==> config.mk <==
export PLATFORM = sky130hd
export DESIGN_NAME = loop_jump_unit_flat
export DESIGN_NICKNAME = d
export VERILOG_FILES = /design/src/rtl/loop_jump_unit_if.sv /design/src/rtl/loop_jump_unit.sv /design/src/flat_wrapper.sv
export SDC_FILE = /design/constraint.sdc
export NUM_CORES = 1
export LEC_CHECK = 0
export CAP_MARGIN = 15
export CORE_ASPECT_RATIO = 2
export CORE_UTILIZATION = 64
export CTS_CLUSTER_DIAMETER = 120
export DETAILED_ROUTE_END_ITERATION = 16
export GPL_TIMING_DRIVEN = 0
export PLACE_DENSITY = 0.86
export SKIP_CTS_REPAIR_TIMING = 1
export SYNTH_ARGS = -nofsm -noshare
export SYNTH_HDL_FRONTEND = slang
export SYNTH_SLANG_ARGS = --single-unit
==> constraint.sdc <==
create_clock -name clk -period 25.6 [get_ports clk]
set_input_delay 5.12 -clock clk [delete_from_list [all_inputs] [get_ports clk]]
set_output_delay 5.12 -clock clk [all_outputs]
set_load 0.01 [all_outputs]
==> src/rtl/loop_jump_unit_if.sv <==
// Issue-stage to loop-jump-unit bus: decoded loop instructions in, fetch
// redirect pulses and loop-stack status out.
interface loop_jump_unit_if #(
  parameter int BITS    = 18,
  parameter int PC_BITS = 16,
  parameter int DEPTH   = 4
);
  localparam int DEPTH_BITS = $clog2(DEPTH + 1);

  logic                  instr_valid;
  logic                  is_loop_start;
  logic                  is_loop_end;
  logic [PC_BITS-1:0]    instr_pc;
  logic [BITS-1:0]       iteration_count;
  logic                  is_inner_independent_loop;

  logic                  jumped;
  logic [PC_BITS-1:0]    jump_target;
  logic                  loop_done;
  logic [DEPTH_BITS-1:0] depth;
  logic [BITS-1:0]       current_iteration;
  logic                  overflow;
  logic                  underflow;

  modport master (
    output instr_valid, is_loop_start, is_loop_end, instr_pc,
           iteration_count, is_inner_independent_loop,
    input  jumped, jump_target, loop_done, depth, current_iteration,
           overflow, underflow
  );

  modport slave (
    input  instr_valid, is_loop_start, is_loop_end, instr_pc,
           iteration_count, is_inner_independent_loop,
    output jumped, jump_target, loop_done, depth, current_iteration,
           overflow, underflow
  );
endinterface

==> src/rtl/loop_jump_unit.sv <==
// Hardware-loop jump sequencer: keeps a stack of nested loop contexts and
// turns each loop_end into either a jump back to the body or a loop exit.
module loop_jump_unit #(
  parameter int BITS                  = 18,
  parameter int SUPERSCALAR_LOG_WIDTH = 2,
  parameter int PC_BITS               = 16,
  parameter int DEPTH                 = 4
) (
  input logic             clk,
  input logic             reset,
  loop_jump_unit_if.slave bus
);
  localparam int DEPTH_BITS = $clog2(DEPTH + 1);
  localparam int IDX_BITS   = (DEPTH > 1) ? $clog2(DEPTH) : 1;
  localparam logic [DEPTH_BITS-1:0] FULL      = DEPTH_BITS'(DEPTH);
  localparam logic [BITS:0]         STEP_ONE  = (BITS + 1)'(1);
  localparam logic [BITS:0]         STEP_WIDE = STEP_ONE << SUPERSCALAR_LOG_WIDTH;

  logic [PC_BITS-1:0]    start_pc_q [DEPTH];
  logic [PC_BITS-1:0]    start_pc_d [DEPTH];
  logic [BITS-1:0]       count_q    [DEPTH];
  logic [BITS-1:0]       count_d    [DEPTH];
  logic [BITS-1:0]       iter_q     [DEPTH];
  logic [BITS-1:0]       iter_d     [DEPTH];
  logic                  indep_q    [DEPTH];
  logic                  indep_d    [DEPTH];
  logic [DEPTH_BITS-1:0] depth_q, depth_d;
  logic                  jumped_q, jumped_d;
  logic [PC_BITS-1:0]    jump_target_q, jump_target_d;
  logic                  loop_done_q, loop_done_d;
  logic                  overflow_q, overflow_d;
  logic                  underflow_q, underflow_d;

  logic [IDX_BITS-1:0]   top_idx;
  logic [IDX_BITS-1:0]   push_idx;
  logic [BITS:0]         step;
  logic [BITS:0]         next_iter;

  // The increment is one bit wider than the count so a trip count near
  // 2^BITS never wraps back below the limit.
  always_comb begin
    top_idx   = IDX_BITS'(depth_q - 1'b1);
    push_idx  = IDX_BITS'(depth_q);
    step      = indep_q[top_idx] ? STEP_WIDE : STEP_ONE;
    next_iter = {1'b0, iter_q[top_idx]} + step;
  end

  always_comb begin
    start_pc_d    = start_pc_q;
    count_d       = count_q;
    iter_d        = iter_q;
    indep_d       = indep_q;
    depth_d       = depth_q;
    jumped_d      = 1'b0;
    jump_target_d = jump_target_q;
    loop_done_d   = 1'b0;
    overflow_d    = overflow_q;
    underflow_d   = underflow_q;

    if (bus.instr_valid) begin
      if (bus.is_loop_end) begin
        if (depth_q == '0) begin
          underflow_d = 1'b1;
        end else if (next_iter < {1'b0, count_q[top_idx]}) begin
          iter_d[top_idx] = next_iter[BITS-1:0];
          jumped_d        = 1'b1;
          jump_target_d   = start_pc_q[top_idx];
        end else begin
          depth_d     = depth_q - 1'b1;
          loop_done_d = 1'b1;
        end
      end else if (bus.is_loop_start) begin
        if (depth_q == FULL) begin
          overflow_d = 1'b1;
        end else begin
          start_pc_d[push_idx] = bus.instr_pc + 1'b1;
          count_d[push_idx]    = bus.iteration_count;
          iter_d[push_idx]     = '0;
          indep_d[push_idx]    = bus.is_inner_independent_loop;
          depth_d              = depth_q + 1'b1;
        end
      end
    end
  end

  always_ff @(posedge clk or posedge reset) begin
    if (reset) begin
      for (int i = 0; i < DEPTH; i++) begin
        start_pc_q[i] <= '0;
        count_q[i]    <= '0;
        iter_q[i]     <= '0;
        indep_q[i]    <= 1'b0;
      end
      depth_q       <= '0;
      jumped_q      <= 1'b0;
      jump_target_q <= '0;
      loop_done_q   <= 1'b0;
      overflow_q    <= 1'b0;
      underflow_q   <= 1'b0;
    end else begin
      start_pc_q    <= start_pc_d;
      count_q       <= count_d;
      iter_q        <= iter_d;
      indep_q       <= indep_d;
      depth_q       <= depth_d;
      jumped_q      <= jumped_d;
      jump_target_q <= jump_target_d;
      loop_done_q   <= loop_done_d;
      overflow_q    <= overflow_d;
      underflow_q   <= underflow_d;
    end
  end

  assign bus.jumped            = jumped_q;
  assign bus.jump_target       = jump_target_q;
  assign bus.loop_done         = loop_done_q;
  assign bus.depth             = depth_q;
  assign bus.current_iteration = (depth_q == '0) ? '0 : iter_q[top_idx];
  assign bus.overflow          = overflow_q;
  assign bus.underflow         = underflow_q;

endmodule

==> src/flat_wrapper.sv <==
// flat-port wrapper written by rule: the top's interface ports become plain ports
module loop_jump_unit_flat 
#(
  parameter int BITS                  = 18,
  parameter int SUPERSCALAR_LOG_WIDTH = 2,
  parameter int PC_BITS               = 16,
  parameter int DEPTH                 = 4
)
  (clk, reset, bus_instr_valid, bus_is_loop_start, bus_is_loop_end, bus_instr_pc, bus_iteration_count, bus_is_inner_independent_loop, bus_jumped, bus_jump_target, bus_loop_done, bus_depth, bus_current_iteration, bus_overflow, bus_underflow);
  loop_jump_unit_if #(.BITS(BITS), .PC_BITS(PC_BITS), .DEPTH(DEPTH)) bus_i ();
  input logic clk;
  input logic reset;
  input wire logic [$bits(bus_i.instr_valid)-1:0] bus_instr_valid;
  input wire logic [$bits(bus_i.is_loop_start)-1:0] bus_is_loop_start;
  input wire logic [$bits(bus_i.is_loop_end)-1:0] bus_is_loop_end;
  input wire logic [$bits(bus_i.instr_pc)-1:0] bus_instr_pc;
  input wire logic [$bits(bus_i.iteration_count)-1:0] bus_iteration_count;
  input wire logic [$bits(bus_i.is_inner_independent_loop)-1:0] bus_is_inner_independent_loop;
  output wire logic [$bits(bus_i.jumped)-1:0] bus_jumped;
  output wire logic [$bits(bus_i.jump_target)-1:0] bus_jump_target;
  output wire logic [$bits(bus_i.loop_done)-1:0] bus_loop_done;
  output wire logic [$bits(bus_i.depth)-1:0] bus_depth;
  output wire logic [$bits(bus_i.current_iteration)-1:0] bus_current_iteration;
  output wire logic [$bits(bus_i.overflow)-1:0] bus_overflow;
  output wire logic [$bits(bus_i.underflow)-1:0] bus_underflow;
  assign bus_i.instr_valid = bus_instr_valid;
  assign bus_i.is_loop_start = bus_is_loop_start;
  assign bus_i.is_loop_end = bus_is_loop_end;
  assign bus_i.instr_pc = bus_instr_pc;
  assign bus_i.iteration_count = bus_iteration_count;
  assign bus_i.is_inner_independent_loop = bus_is_inner_independent_loop;
  assign bus_jumped = bus_i.jumped;
  assign bus_jump_target = bus_i.jump_target;
  assign bus_loop_done = bus_i.loop_done;
  assign bus_depth = bus_i.depth;
  assign bus_current_iteration = bus_i.current_iteration;
  assign bus_overflow = bus_i.overflow;
  assign bus_underflow = bus_i.underflow;
  loop_jump_unit #(.BITS(BITS), .SUPERSCALAR_LOG_WIDTH(SUPERSCALAR_LOG_WIDTH), .PC_BITS(PC_BITS), .DEPTH(DEPTH)) u_core (.clk(clk), .reset(reset), .bus(bus_i));
endmodule
==> impl_metrics.py, run 1 <==
metrics = {
    "drt": {
        "ant_nets": 0,
        "drcViolationCount": 8,
        "wire_per_inst_um": 23.2,
        "via_per_inst": 6.46,
        "totalWireLength_mm": 30.2,
        "num_vias": 8398,
        "drt_iter0_drc": 507,
        "dr.pass1.iters": 11,
    },
    "place": {
        "gp_congestion": 0.977,
        "dp_hpwl_mm": 21.3,
        "dp.cells": 1264,
        "portBuffers": 79,
    },
    "clock_network": {
        "cts_made_buffers": 20,
        "clock-sinks": 235,
        "clkLatencyLatePin_ns": 0.50,
        "clockBufferDepth": 3,
        "cts_root_buf": "clkbuf_16",
        "cts_tree": "done",
        "path_clk_slew_ns": 0.07,
        "htreeDepth": 1,
    },
    "logic_synthesis": {
        "synth_top_area_share": 0.500,
        "ys_ff_latch": 235,
        "ys_async_sr_fraction": 1.00,
        "synthCells": 971,
        "syn_area_um2": 11800,
        "synth_fp_nets": 1038,
        "synth_top_area_cell": "dfrtp_1",
        "yosysMostFrequentCell": "dfrtp_1",
        "synth_area_leaders": "dfrtp_1 (50%), mux4_2 (9.8%), mux2_2 (7.7%)",
        "syn-mean-instance-area_um2": 12.1,
        "synth_commonest_cells": "dfrtp_1 (235), nand2_1 (156), mux2_2 (80), o21ai_0 (64), mux2i_1 (56)",
        "ys_seq_area_frac": 0.500,
        "synth_cell_types": 62,
        "ys_warn_count": 0,
        "synth_edf_count": 0,
        "ys_dominant_reg_cell": "dfrtp_1",
    },
    "power_and_ir_drop": {
        "peakVddDrop_uv": 87.2,
        "comb_power_share": 0.382,
        "p_leak_nw": 6.18,
        "power_density_nw_per_um2": 106,
        "p_int_uw": 943,
        "switching_power_uw": 489,
        "power_frac_seq": 0.394,
        "sw_frac_of_total": 0.341,
        "p_clk_frac": 0.224,
    },
    "timing": {
        "grt_setup_unrepaired": "no",
        "fin_setup_tns_ns": 0,
        "setup_viol": 0,
        "timing.final.crit_share": 0.360,
        "worstMarginPinSlew_ns": 1.06,
        "fin_crit_ns": 9.23,
        "clock_skew_ns": 0.00815,
        "max_freq_mhz": 108,
        "maxSlewViolCount": 0,
        "hold_viol_final": 0,
        "slew_headroom": 0.296,
    },
    "hold_path": {
        "worst_hold_path_type": "flop to flop",
    },
    "grt": {
        "grt-ovfl-total": 0,
        "grt_pass1_vias": 9309,
        "grt_max_degree": 124,
        "antenna_found_initial": 0,
        "grt_usage": 0.338,
        "grt_first_pass_wirelength_mm": 48.9,
    },
    "critical_path": {
        "crit_fanout": 10,
        "endpoint_kind": "output pin",
        "crit_arrival_ns": 4.11,
        "cp.required_ns": 20.48,
        "ff2ff_setup_slack_ns": 17.93,
        "startpoint_type": "flop",
        "critPathKind": "flop to output pin",
    },
    "floorplanning": {
        "pin_count": 81,
        "die_y_um": 194,
        "initial_core_util": 0.658,
        "chipWidth_um": 97.8,
        "core_region_area_um2": 17900,
        "rows": 69,
        "die-area_um2": 18900,
    },
    "status": {
        "violations": "design-rule violations",
        "status": "finished with violations",
    },
    "final_layout": {
        "drive_above_1_share": 0.191,
        "stdcell_count": 1300,
        "layout.nets": 1140,
        "diodes": 0,
        "syn_to_final_growth_pct": 15.1,
    },
    "job": {
        "cap_violations": 0,
    },
}
[stage by stage]
stage	setup slack, ns	area [um2]	hold slack (ns)	utilization	total power, mW
2_1_floorplan	14.03	11800	0.445	-	0.920
3_3_place_gp	11.33	12800	0.440	0.717	1.07
3_5_place_dp	16.98	12800	0.448	0.719	1.10
4_1_cts	16.45	13500	0.463	0.757	1.43
5_1_grt	16.34	13500	0.482	0.757	1.51
6_report	16.37	13500	0.458	0.757	1.43
[worst max-delay path, stage by stage, from the launching register on]
cell and delay [ns]:
dfrtp_1 0.63, buf_6 0.25, inv_2 0.08, ha_1 0.28, buf_4 0.23, buf_4 0.27, buf_1 0.71, mux4_2 0.49
nor2b_1 0.16, clkdlybuf4s50_1 0.49
[area by class of cell]
class | instances | area (um2)
tap | 213 | 267
multi-input combinational | 637 | 5420
sequential | 235 | 5880
clock inverter | 9 | 105
clock buffer | 27 | 578
inverter | 43 | 171
timing repair buffer | 80 | 818
fill | 1123 | 4340
buffer | 56 | 294
[layout by cell type, fill, tap and decap left out, types with 5 or more instances in the layout]
cell and instances:
a21oi_1 5, inv_1 40, buf_4 5, clkdlybuf4s50_1 79, nand2_1 156, ha_1 27, nand4_1 11, buf_1 10
mux2i_1 56, clkbuf_16 21, xnor2_1 11, o22ai_1 7, nor3_1 5, mux2_1 6, a31oi_1 5, clkbuf_1 35
o21ai_1 7, a32oi_1 5, o21ai_0 64, dfrtp_1 235, nor2b_1 19, mux2_4 10, nor2_1 14, nand3_1 17
mux2_2 80, and3_1 9, xor2_1 20, mux4_2 51, buf_6 7
[logic make-up (layout without fill, tap and decap cells)]
| family | Yosys count | in the layout | synth area share |
|---|---|---|---|
| and+or+nand+nor | 256 | 256 | 0.105 |
| DFF | 235 | 235 | 0.500 |
| muxes | 204 | 204 | 0.243 |
| AOI/OAI and AO/OA | 119 | 119 | 0.0607 |
| buffers and inverters | 99 | 215 | 0.0390 |
| xor gates and xnor gates | 31 | 31 | 0.0231 |
| adders and majority gates | 27 | 27 | 0.0287 |
[final timing paths]
path                                            end  cells after the start           startpoint
max                        bus_current_iteration[2]                      9  u_core.bus.depth[0]
min                             u_core.bus.overflow                      1  u_core.bus.overflow
max reg2reg                       u_core.iter_q[29]                     22  u_core.bus.depth[0]
min reg2reg                     u_core.bus.overflow                      1  u_core.bus.overflow
max in group asynchronous        u_core.count_q[31]                      3                reset
min in group asynchronous        u_core.count_q[20]                      2                reset
[power groups by stage]
stage               clock network (mW)  logic, mW  registers, mW
finish                           0.321      0.547          0.565
global route                     0.336      0.598          0.576
CTS                              0.322      0.546          0.562
detailed placement                   0      0.539          0.564
global placement                     0      0.514          0.555
floorplan                            0      0.374          0.546
[registers in the layout, indices dropped and copies added, names as in the netlist]
register	flops
u_core.bus.depth	3
u_core.bus.underflow	1
u_core.count_q	72
u_core.indep_q	4
u_core.bus.overflow	1
u_core.start_pc_q	64
u_core.bus.loop_done	1
u_core.bus.jumped	1
u_core.bus.jump_target	16
u_core.iter_q	72
[metal layers]
metal,vias up,wire [um],track usage
met5,-,0,0
met4,0,2470,0.260
met3,146,1500,0.0465
met2,360,16300,0.600
met1,4238,9930,0.355
li1,3654,-,-
No activity file was read; power rests on OpenSTA's default activity.
==> run 2, diff against run 1 <==
--- a/config.mk
+++ b/config.mk
@@ -7,11 +7,11 @@
 export LEC_CHECK = 0
 export CAP_MARGIN = 15
 export CORE_ASPECT_RATIO = 2
-export CORE_UTILIZATION = 64
+export CORE_UTILIZATION = 54
 export CTS_CLUSTER_DIAMETER = 120
 export DETAILED_ROUTE_END_ITERATION = 16
 export GPL_TIMING_DRIVEN = 0
-export PLACE_DENSITY = 0.86
+export PLACE_DENSITY = 0.77
 export SKIP_CTS_REPAIR_TIMING = 1
 export SYNTH_ARGS = -nofsm -noshare
 export SYNTH_HDL_FRONTEND = slang
==> constraint.sdc (replaced) <==
create_clock -name clk -period 7.4 [get_ports clk]
set_input_delay 1.48 -clock clk [delete_from_list [all_inputs] [get_ports clk]]
set_output_delay 1.48 -clock clk [all_outputs]
set_load 0.01 [all_outputs]
==> impl_metrics.py, run 2 (synthesized netlist as in run 1, its figures left out) <==
metrics = {
    "critical_path": {
        "cp.required_ns": 7.83,
        "worstRegToRegCells": 22,
        "startpoint_type": "flop",
        "crit_arrival_ns": 7.54,
        "startpoint": "u_core.bus.depth[0]",
        "r2r_end": "u_core.iter_q[40]",
        "crit_fanout": 19,
        "critPathKind": "flop to flop",
        "ff2ff_setup_slack_ns": 0.29,
        "reg2reg_from": "u_core.bus.depth[0]",
        "endpoint_kind": "flop",
    },
    "hold_path": {
        "worst_hold_path_type": "flop to flop",
        "whs_path_depth": 2,
        "hp-start": "u_core.start_pc_q[38]",
        "holdPathEnd": "u_core.start_pc_q[38]",
    },
    "clock_network": {
        "clock-sinks": 235,
        "cts_made_buffers": 21,
        "cts_tree": "done",
        "clockBufferDepth": 3,
        "cts_root_buf": "clkbuf_16",
        "htreeDepth": 1,
        "clkLatencyLatePin_ns": 0.52,
        "path_clk_slew_ns": 0.07,
    },
    "timing": {
        "fin_crit_ns": 7.11,
        "max_freq_mhz": 141,
        "setup_viol": 0,
        "grt_setup_unrepaired": "no",
        "slew_headroom": 0.323,
        "hold_viol_final": 0,
        "timing.final.crit_share": 0.961,
        "clock_skew_ns": 0.0133,
        "hold_ws_ns": 0.478,
        "worstMarginPinSlew_ns": 1.02,
        "maxSlewViolCount": 0,
    },
    "grt": {
        "grt_usage": 0.285,
        "grt_first_pass_wirelength_mm": 48.1,
        "grt-ovfl-total": 0,
        "grt_max_degree": 41,
        "grt_pass1_vias": 8873,
        "antenna_found_initial": 0,
    },
    "place": {
        "gp_congestion": 0.939,
        "portBuffers": 79,
        "dp.cells": 1329,
        "dp_hpwl_mm": 22.2,
        "postPlaceCellArea_um2": 13000,
    },
    "power_and_ir_drop": {
        "p_leak_nw": 6.23,
        "peakVddDrop_uv": 270,
        "power_mw": 4.89,
        "power_density_nw_per_um2": 357,
    },
    "floorplanning": {
        "die_y_um": 211,
        "initial_core_util": 0.549,
        "rows": 76,
        "pin_count": 81,
        "core_region_area_um2": 21400,
        "die-area_um2": 22400,
        "chipWidth_um": 106,
    },
    "job": {
        "cap_violations": 0,
    },
    "drt": {
        "drt_iter0_drc": 401,
        "ant_nets": 0,
        "totalWireLength_mm": 30.2,
        "via_per_inst": 6.02,
        "wire_per_inst_um": 22.1,
        "drcViolationCount": 0,
        "num_vias": 8223,
        "dr.pass1.iters": 5,
    },
    "final_layout": {
        "fin_area_um2": 13700,
        "n_fill_cell": 1636,
        "stdcell_count": 1365,
        "drive_above_1_share": 0.196,
        "layout.nets": 1147,
        "final_util": 0.640,
        "final_common_cell": "dfrtp_1",
        "final_cell_mix": "dfrtp_1 (235), nand2_1 (156), mux2_2 (80)",
        "syn_to_final_growth_pct": 16.5,
        "reg_top3": "u_core.count_q: 72 flops, u_core.iter_q: 72 flops, u_core.start_pc_q: 64 flops",
        "diodes": 0,
    },
    "status": {
        "status": "finished clean",
    },
}
## run 2: final cells by class
| cell class | instances | area [um2] | area share |
|---|---|---|---|
| Sequential cell | 235 | 5880 | 0.430 |
| Multi-Input combinational cell | 637 | 5420 | 0.396 |
| Timing Repair Buffer | 87 | 931 | 0.0680 |
| Clock buffer | 29 | 606 | 0.0442 |
| Tap cell | 273 | 342 | 0.0249 |
| Buffer | 55 | 290 | 0.0212 |
| Inverter | 43 | 168 | 0.0122 |
| Clock inverter | 6 | 58.8 | 0.00430 |
## run 2: report_power, final
part           internal (mW)  total [mW]  switching, mW
clock network          0.606        1.08          0.477
logic                  0.936        1.86          0.923
registers               1.70        1.94          0.240
total                   3.25        4.89           1.64
## run 2: metrics by stage
step           worst slack [ns]  setup TNS, ns
2_1_floorplan              1.85              0
3_3_place_gp             -0.191          -6.26
3_5_place_dp             -0.185          -6.08
4_1_cts                  -0.210          -7.51
5_1_grt                  0.0276              0
6_report                  0.286              0
## run 2: how the worst max path moves through the flow
stage / to / slack (ns) / depth (start not counted)
after detailed placement: u_core.iter_q[40] / -0.18 / 23
after global routing: u_core.iter_q[40] / 0.03 / 22
after floorplan: u_core.bus.jump_target[0] / 1.85 / 26
after global placement: u_core.iter_q[38] / -0.19 / 23
final: u_core.iter_q[40] / 0.29 / 22
after CTS: u_core.bus.jump_target[6] / -0.21 / 23
## run 2: worst max-delay path, cell delays in order, from the launching register on
cell and delay (ns):
dfrtp_1 0.61, buf_6 0.24, inv_2 0.07, ha_1 0.28, buf_4 0.22, buf_4 0.36
clkbuf_1 0.55, mux4_2 0.45, ha_1 0.36, a31oi_1 0.24, nor3_2 0.49, nand3_1 0.20
xor2_1 0.39, inv_1 0.09, ha_1 0.32, a21o_1 0.18, a221oi_1 0.37, o21a_1 0.35
nand2_4 0.18, nor3_2 0.29, buf_4 0.28, buf_6 0.22, mux2i_1 0.22
## run 2: per-layer routing
| metal | part of all wire | routed length [um] | vias up | track usage |
|---|---|---|---|---|
| li1 | - | - | 3672 | - |
| met1 | 0.34 | 10300 | 4204 | 0.300 |
| met2 | 0.57 | 17100 | 257 | 0.537 |
| met3 | 0.037 | 1130 | 90 | 0.0265 |
| met4 | 0.056 | 1700 | 0 | 0.170 |
| met5 | 0 | 0 | - | 0 |
